===== config.mk =====
export PLATFORM = sky130hd
export DESIGN_NAME = cache_controller_flat
export DESIGN_NICKNAME = d
export VERILOG_FILES = /design/src/rtl/cache_controller_if.sv /design/src/rtl/cache_controller.sv /design/src/flat_wrapper.sv
export SDC_FILE = /design/constraint.sdc
export NUM_CORES = 2
export LEC_CHECK = 0
export ABC_CLOCK_PERIOD_IN_PS = 6900
export CAP_MARGIN = 20
export CORE_UTILIZATION = 61
export CTS_CLUSTER_DIAMETER = 200
export DETAILED_ROUTE_END_ITERATION = 7
export PLACE_DENSITY_LB_ADDON = 0.1
export SLEW_MARGIN = 20
export SYNTH_ARGS = -nofsm -noshare
export SYNTH_HDL_FRONTEND = slang
export SYNTH_MEMORY_MAX_BITS = 65536
export SYNTH_SLANG_ARGS = --single-unit

===== constraint.sdc =====
create_clock -name clk -period 6.9 [get_ports clk]
set_input_delay 2.07 -clock clk [delete_from_list [all_inputs] [get_ports clk]]
set_output_delay 2.07 -clock clk [all_outputs]
set_load 0.005 [all_outputs]

===== src/rtl/cache_controller_if.sv =====
// CPU data port and cacheline-adaptor signals of the cache controller, bundled as one interface.
// The slave view is the cache controller itself; the master view is the CPU/memory environment.
interface cache_controller_if #(
  parameter int ADDR_W    = 32,
  parameter int LINE_BITS = 256
);
  logic [ADDR_W-1:0]    cpu_address;
  logic                 cpu_read;
  logic                 cpu_write;
  logic [3:0]           cpu_byte_enable;
  logic [31:0]          cpu_wdata;
  logic [31:0]          cpu_rdata;
  logic                 cpu_resp;
  logic [ADDR_W-1:0]    mem_address;
  logic                 mem_read;
  logic                 mem_write;
  logic [LINE_BITS-1:0] mem_wdata;
  logic [LINE_BITS-1:0] mem_rdata;
  logic                 mem_resp;

  modport slave (
    input  cpu_address, cpu_read, cpu_write, cpu_byte_enable, cpu_wdata,
    input  mem_rdata, mem_resp,
    output cpu_rdata, cpu_resp, mem_address, mem_read, mem_write, mem_wdata
  );

  modport master (
    output cpu_address, cpu_read, cpu_write, cpu_byte_enable, cpu_wdata,
    output mem_rdata, mem_resp,
    input  cpu_rdata, cpu_resp, mem_address, mem_read, mem_write, mem_wdata
  );
endinterface


===== src/rtl/cache_controller.sv =====
// Direct-mapped, write-back, write-allocate cache between the CPU data port and the
// cacheline adaptor; whole-line fill and writeback bursts on a miss.
module cache_controller #(
  parameter int NUM_SETS  = 16,
  parameter int LINE_BITS = 256,
  parameter int ADDR_W    = 32
) (
  input logic              clk,
  input logic              rst,
  cache_controller_if.slave bus
);
  localparam int OFFS = $clog2(LINE_BITS / 8);
  localparam int IDX  = $clog2(NUM_SETS);
  localparam int TAG  = ADDR_W - IDX - OFFS;
  localparam int WSEL = OFFS - 2;

  typedef enum logic [1:0] {IDLE, COMPARE, WRITEBACK, ALLOCATE} state_e;

  state_e state_q, state_d;

  logic [LINE_BITS-1:0] data_q [NUM_SETS];
  logic [TAG-1:0]       tag_q  [NUM_SETS];
  logic [NUM_SETS-1:0]  valid_q;
  logic [NUM_SETS-1:0]  dirty_q;

  logic [ADDR_W-1:2] addr_q;
  logic              write_q;
  logic [3:0]        be_q;
  logic [31:0]       wdata_q;
  logic              fill_done_q;

  logic [TAG-1:0]  req_tag;
  logic [IDX-1:0]  req_idx;
  logic [WSEL-1:0] req_word;
  logic            hit;
  logic [31:0]     cur_word;
  logic [31:0]     merged_word;
  logic            do_fill;
  logic            do_wr_hit;
  logic            clr_dirty;

  assign req_tag  = addr_q[ADDR_W-1 -: TAG];
  assign req_idx  = addr_q[OFFS +: IDX];
  assign req_word = addr_q[2 +: WSEL];
  assign hit      = valid_q[req_idx] && (tag_q[req_idx] == req_tag);
  assign cur_word = data_q[req_idx][32*req_word +: 32];

  always_comb begin
    merged_word = cur_word;
    for (int unsigned b = 0; b < 4; b++) begin
      if (be_q[b]) merged_word[8*b +: 8] = wdata_q[8*b +: 8];
    end
  end

  always_ff @(posedge clk) begin
    if (rst) state_q <= IDLE;
    else     state_q <= state_d;
  end

  always_ff @(posedge clk) begin
    if (rst) begin
      addr_q  <= '0;
      write_q <= 1'b0;
      be_q    <= '0;
      wdata_q <= '0;
    end else if (state_q == IDLE && (bus.cpu_read || bus.cpu_write)) begin
      addr_q  <= bus.cpu_address[ADDR_W-1:2];
      write_q <= bus.cpu_write;
      be_q    <= bus.cpu_byte_enable;
      wdata_q <= bus.cpu_wdata;
    end
  end

  // The fill is written into the array on mem_resp; one further ALLOCATE cycle with
  // mem_read low follows before the rerun in COMPARE.
  always_ff @(posedge clk) begin
    if (rst) fill_done_q <= 1'b0;
    else     fill_done_q <= do_fill;
  end

  always_ff @(posedge clk) begin
    if (do_fill) begin
      data_q[req_idx] <= bus.mem_rdata;
      tag_q[req_idx]  <= req_tag;
    end else if (do_wr_hit) begin
      data_q[req_idx][32*req_word +: 32] <= merged_word;
    end
  end

  always_ff @(posedge clk) begin
    if (rst) begin
      valid_q <= '0;
      dirty_q <= '0;
    end else if (do_fill) begin
      valid_q[req_idx] <= 1'b1;
      dirty_q[req_idx] <= 1'b0;
    end else if (do_wr_hit) begin
      dirty_q[req_idx] <= 1'b1;
    end else if (clr_dirty) begin
      dirty_q[req_idx] <= 1'b0;
    end
  end

  always_comb begin
    state_d         = state_q;
    bus.cpu_resp    = 1'b0;
    bus.cpu_rdata   = '0;
    bus.mem_read    = 1'b0;
    bus.mem_write   = 1'b0;
    bus.mem_address = '0;
    bus.mem_wdata   = '0;
    do_fill         = 1'b0;
    do_wr_hit       = 1'b0;
    clr_dirty       = 1'b0;
    unique case (state_q)
      IDLE: begin
        if (bus.cpu_read || bus.cpu_write) state_d = COMPARE;
      end
      COMPARE: begin
        if (hit) begin
          bus.cpu_resp = 1'b1;
          if (write_q) do_wr_hit = 1'b1;
          else         bus.cpu_rdata = cur_word;
          state_d = IDLE;
        end else if (valid_q[req_idx] && dirty_q[req_idx]) begin
          state_d = WRITEBACK;
        end else begin
          state_d = ALLOCATE;
        end
      end
      WRITEBACK: begin
        bus.mem_write   = 1'b1;
        bus.mem_address = {tag_q[req_idx], req_idx, {OFFS{1'b0}}};
        bus.mem_wdata   = data_q[req_idx];
        if (bus.mem_resp) begin
          clr_dirty = 1'b1;
          state_d   = ALLOCATE;
        end
      end
      ALLOCATE: begin
        if (fill_done_q) begin
          state_d = COMPARE;
        end else begin
          bus.mem_read    = 1'b1;
          bus.mem_address = {req_tag, req_idx, {OFFS{1'b0}}};
          if (bus.mem_resp) do_fill = 1'b1;
        end
      end
      default: state_d = IDLE;
    endcase
  end
endmodule


===== src/flat_wrapper.sv =====
// flat-port wrapper written by rule: the top's interface ports become plain ports
module cache_controller_flat 
#(
  parameter int NUM_SETS  = 16,
  parameter int LINE_BITS = 256,
  parameter int ADDR_W    = 32
)
  (clk, rst, bus_cpu_address, bus_cpu_read, bus_cpu_write, bus_cpu_byte_enable, bus_cpu_wdata, bus_mem_rdata, bus_mem_resp, bus_cpu_rdata, bus_cpu_resp, bus_mem_address, bus_mem_read, bus_mem_write, bus_mem_wdata);
  cache_controller_if #(.ADDR_W(ADDR_W), .LINE_BITS(LINE_BITS)) bus_i ();
  input logic clk;
  input logic rst;
  input wire logic [$bits(bus_i.cpu_address)-1:0] bus_cpu_address;
  input wire logic [$bits(bus_i.cpu_read)-1:0] bus_cpu_read;
  input wire logic [$bits(bus_i.cpu_write)-1:0] bus_cpu_write;
  input wire logic [$bits(bus_i.cpu_byte_enable)-1:0] bus_cpu_byte_enable;
  input wire logic [$bits(bus_i.cpu_wdata)-1:0] bus_cpu_wdata;
  input wire logic [$bits(bus_i.mem_rdata)-1:0] bus_mem_rdata;
  input wire logic [$bits(bus_i.mem_resp)-1:0] bus_mem_resp;
  output wire logic [$bits(bus_i.cpu_rdata)-1:0] bus_cpu_rdata;
  output wire logic [$bits(bus_i.cpu_resp)-1:0] bus_cpu_resp;
  output wire logic [$bits(bus_i.mem_address)-1:0] bus_mem_address;
  output wire logic [$bits(bus_i.mem_read)-1:0] bus_mem_read;
  output wire logic [$bits(bus_i.mem_write)-1:0] bus_mem_write;
  output wire logic [$bits(bus_i.mem_wdata)-1:0] bus_mem_wdata;
  assign bus_i.cpu_address = bus_cpu_address;
  assign bus_i.cpu_read = bus_cpu_read;
  assign bus_i.cpu_write = bus_cpu_write;
  assign bus_i.cpu_byte_enable = bus_cpu_byte_enable;
  assign bus_i.cpu_wdata = bus_cpu_wdata;
  assign bus_i.mem_rdata = bus_mem_rdata;
  assign bus_i.mem_resp = bus_mem_resp;
  assign bus_cpu_rdata = bus_i.cpu_rdata;
  assign bus_cpu_resp = bus_i.cpu_resp;
  assign bus_mem_address = bus_i.mem_address;
  assign bus_mem_read = bus_i.mem_read;
  assign bus_mem_write = bus_i.mem_write;
  assign bus_mem_wdata = bus_i.mem_wdata;
  cache_controller #(.NUM_SETS(NUM_SETS), .LINE_BITS(LINE_BITS), .ADDR_W(ADDR_W)) u_core (.clk(clk), .rst(rst), .bus(bus_i));
endmodule

== Word-level counts from Yosys, hierarchy flattened ==
Memories as Yosys holds them, arrays and structs flattened. A register that Yosys moved wholly into a read port is not among the register bits.
Cells that the tools add are included.

* Reductions and logical operators: 8
* Bitwise gates (word level): 260
* Order comparisons: 2
* Eq/ne operators: 7
* Shifts and indexed selects: 3
* Multiplexer cells: 302
* Add/subtract/negate cells: 1

{| class="wikitable"
|+ Operators with widths
! operator !! count
|-
| two-way mux 256 bit || 2
|-
| two-way mux 1 bit || 276
|-
| bitwise OR 1 bit || 256
|-
| variable shift 32 x 34 -> 256 bit, first input constant || 1
|-
| variable part select 256 x 9 -> 32 bit || 1
|-
| variable part select 32 x 34 -> 256 bit || 1
|-
| two-way mux 32 bit || 4
|-
| one-hot mux 32 bit (2 select lines) || 1
|-
| two-way mux 16 bit || 3
|-
| negator 8 -> 34 bit || 1
|-
| two-way mux 8 bit || 4
|-
| bitwise OR 16 bit || 2
|-
| equality test 23 bit || 1
|-
| bitwise AND 16 bit || 1
|-
| two-way mux 4 bit || 4
|-
| inverter 16 bit || 1
|-
| binary-select mux 1 bit (select 4 bit) || 2
|-
| two-way mux 2 bit || 4
|-
| one-hot mux 2 bit (4 select lines) || 1
|-
| < comparator 4 x 5 -> 1 bit, second input constant || 1
|-
| demux 1 bit (select 4 bit) || 1
|-
| equality test 2 bit, second input constant || 2
|-
| greater-or-equal comparator 4 x 1 -> 1 bit, second input constant || 1
|-
| logical AND 1 bit || 4
|-
| 7 further kinds || 8
|}

* Memory bits (writable): 4464
* Logic and storage cells: 593
* Register bits after elaboration: 102
* Memories: 2

{| class="wikitable"
|+ Memory list
! memory !! words !! width !! rd ports !! clocked after memory_dff !! wr ports !! line !! source
|-
| u_core.data_q || 16 || 256 || 1 || 1 || 1 || cache_controller.sv:21 || <nowiki>logic [LINE_BITS-1:0] data_q [NUM_SETS];</nowiki>
|-
| u_core.tag_q || 16 || 23 || 1 || 1 || 1 || cache_controller.sv:22 || <nowiki>logic [TAG-1:0] tag_q [NUM_SETS];</nowiki>
|}

== Depth between registers and ports, before layout ==
* Depth in word-level cells: 9
* Depth in mapped cells: 22
* Mapped depth without buffers: 9

== Worst setup path before layout ==
No wires, ideal clock.

* Kind: reg2out
* Start: register (tool-made name)
* End: output bus_cpu_rdata[4]
* Path slack: 1.031 ns
* Stages on the path, launching flop included: 14
* Data required time: 4.830 ns
* Arrival time: 3.799 ns
* Cell sequence: dfxtp_1 > buf_6 > buf_6 > buf_2 > mux2i_1 > o22ai_1 > a32o_1 > or4b_1 > or4_1 > or4b_1 > nor3_2 > nand2b_1 > clkbuf_1 > nor3_1

{| class="wikitable"
|+ RTL lines
! element !! line !! source
|-
| end: declaration || flat_wrapper.sv:19 || <nowiki>output wire logic [$bits(bus_i.cpu_rdata)-1:0] bus_cpu_rdata;</nowiki>
|}

==> impl_metrics.tcl <==
set metrics [dict create \
    clk_pin_slew_ns 0.06 \
    post-route-util_pct 72.71 \
    ant_nets 1 \
    totalNegativeSetupSlack_ns -0.7377 \
    stdcell_count 14260 \
    place_congestion 1.002 \
    final_area_sq_um 214500 \
    relSlewSlack_pct 14.19 \
    ctsRootBufferMaster "clkbuf_16" \
    synth_cells 8534 \
    io_pins 652 \
    status "finished with violations" \
    hold_viol 0 \
    rows 199 \
    die_w_um 547.7 \
    hp-start "u_core.wdata_q[15]" \
    peakVddDrop_mv 0.2426 \
    power.total_mw 71.19 \
    core_area_sq_um 295100 \
    post-dp-hpwl_um 404700 \
    final_layout_size_suffix_gt1_share_pct 31.02 \
    die_y_um 547.7 \
    ys_seq_elements 4570 \
    r2r_end "u_core.data_q[0][205]" \
    first_global_vias 97070 \
    hold_path_depth 2 \
    dpl_worst_slack_ns 0.06800 \
    r2r_setup_slack_ns 0.47 \
    ys_seq_area_share_pct 74.97 \
    worst_pin_slew_ns 1.287 \
    io_buffers 644 \
    r2r_cells 11 \
    grt_overflow 0 \
    vias 104600 \
    critPathArrivalTime_ns 4.92 \
    clock_sinks 4570 \
    synth_cell_types 80 \
    holdBufCountCts 0 \
    path_max_fanout 17 \
    place_inst 13160 \
    htreeDepth 5 \
    first_pass_iters 8 \
    endpoint_kind "output pin" \
    period_minus_slack_ns 6.992 \
    setup_ws_ns -0.09151 \
    synth_flop_cell "edfxtp_1" \
    synth_edf_count 4464 \
    start_util_pct 61.56 \
    min_to "u_core.wdata_q[15]" \
    drv_cap 0 \
    violations "antenna violations, design-rule violations, negative setup slack" \
    fin_nets 10190 \
    fmax_ghz 0.1430 \
    wl_per_cell_um 45.08 \
    p_leak_nw 67.80 \
    rsz0062_at_grt "true" \
    tritoncts "yes" \
    worstSetupPathType "reg2out" \
    post-route-drc-count 9 \
    grt_usage_pct 42.83 \
    cts_buffers 448 \
    grt_max_degree 119 \
    power_density_nw_per_um2 331.9 \
    setup_viol 17 \
    syn_area_sq_um 181600 \
    clk_path_buf_depth 4 \
    syn_avg_cell_area_sq_um 21.28 \
    clkLatencyLatePin_ns 1.02 \
    synthToLayoutAreaGrowth_pct 18.11 \
    hold_path_class "reg2reg" \
    whs_ns 0.4542 \
    worstPathRequired_ns 4.83 \
    skew_ns 0.06250 \
    drt-initial-drc-count 19130 \
    drt-total-wl_um 642700 \
    vias_per_cell 7.340 \
    antenna_found_initial 111 \
    crit_path_start_kind "flop" \
    postPlaceCellArea_sq_um 196800 \
    grt_pass1_wl_um 844900 \
    yosysWarnings 0 \
    die_area_sq_um 299900 \
    worstReg2RegStart "u_core.addr_q[4]" \
    period_share_pct 101.3 \
    drv_slew 0 \
    async_flop_share_pct 0 \
]
==> what timing repair did <==
action,in CTS,in global routing
endpoints found under the setup margin,40,35
gates resized for setup,267,88
cloned,26,10
pin swaps,23,21
setup buffers,71,62
==> worst max-delay path by stage <==
stage	from	to	slack, ns	depth (start not counted)
CTS	flop	bus_cpu_rdata[6]	-0.16	15
detailed placement	flop	bus_cpu_rdata[4]	0.07	15
global route	flop	bus_cpu_rdata[24]	-0.11	15
floorplan	flop	bus_cpu_rdata[4]	1.03	13
finish	flop	bus_cpu_rdata[23]	-0.09	14
global placement	flop	bus_cpu_rdata[1]	0.07	11
==> kinds of logic (layout without fill, tap and decap cells) <==
| group | Yosys count | after routing | synth area share [%] |
|---|---|---|---|
| flip-flops | 4570 | 4570 | 74.97 |
| adder cells (fa/ha/maj) | 6 | 6 | 0.04133 |
| XOR/XNOR | 17 | 17 | 0.08198 |
| multiplexers | 1734 | 1734 | 18.32 |
| AO/OA/AOI/OAI | 568 | 568 | 2.108 |
| AND/OR/NAND/NOR | 1084 | 1084 | 2.809 |
| other | 1 | 108 | 0.002065 |
| buffers and inverters | 554 | 2251 | 1.664 |
==> placed cells by master (no fill, tap or decap), types with 103 or more instances in the layout <==
master and instances:
mux2_2 231, mux2i_1 236, clkbuf_1 104, clkdlybuf4s50_1 611
nor2_1 127, a21oi_1 124, diode_2 103, buf_4 550
edfxtp_1 4464, clkbuf_16 463, mux4_2 1224, nor2_4 137
nand2_1 356, and2_1 248
==> synthesized netlist by cell type (35+ instances only) <==
library cell	instances	area share, %
mux2_2	233	1.4
mux4_2	1219	15
a21oi_1	129	0.36
buf_1	53	0.11
nand2_1	379	0.78
clkbuf_1	239	0.49
nor2_1	293	0.61
a22oi_1	44	0.18
buf_2	103	0.28
a221oi_1	60	0.29
edfxtp_1	4464	74
and2_1	250	0.86
o21ai_0	103	0.28
buf_4	46	0.19
buf_6	67	0.42
dfxtp_1	106	1.2
mux2i_1	248	1.4
nor2b_1	35	0.12
o22ai_1	44	0.15
==> per-layer routing <==
metal	GRT usage [%]	wire [um]
met1	55.28	205700
met5	0.1425	566
met2	59.61	275400
met4	28.45	51070
met3	18.38	109900
==> state kept, by name, indices dropped and copies added, names as in the netlist, named ones only <==
| register | count |
|---|---|
| u_core.fill_done_q | 1 |
| u_core.write_q | 1 |
| u_core.state_q | 2 |
| u_core.valid_q | 16 |
| u_core.be_q | 4 |
| u_core.tag_q | 368 |
| u_core.wdata_q | 32 |
| u_core.data_q | 4096 |
| u_core.addr_q | 30 |
==> worst max-delay path, cell delays in order, from the launching register on <==
cell and delay (ns):
dfxtp_4 0.43, buf_4 0.15, buf_12 0.16, buf_16 0.20, buf_4 0.15, bufbuf_16 0.33
mux4_2 0.52, mux4_2 0.57, nand2_1 0.16, nand2_2 0.18, a222oi_1 0.28, buf_4 0.28
o211ai_1 0.17, nor2b_1 0.19, buf_2 0.12
==> power by group <==
group	total, mW	internal, mW	switching [mW]
Clock	24.3	13.8	10.5
Combinational	15.9	5.72	10.2
Sequential	31.0	30.7	0.261
==> cell type report <==
cell class              count  area, sq um
clock inverters           256         2439
multi-input cells        3414        44130
well taps                3919         4903
clock buffers             576        11990
flip-flops and latches   4570       136200
inverters                  36        155.1
diodes                    103        257.7
fillers                 16890        80520
repair buffers           1383        14460
Note: power is estimated with default switching activity, not from simulation.
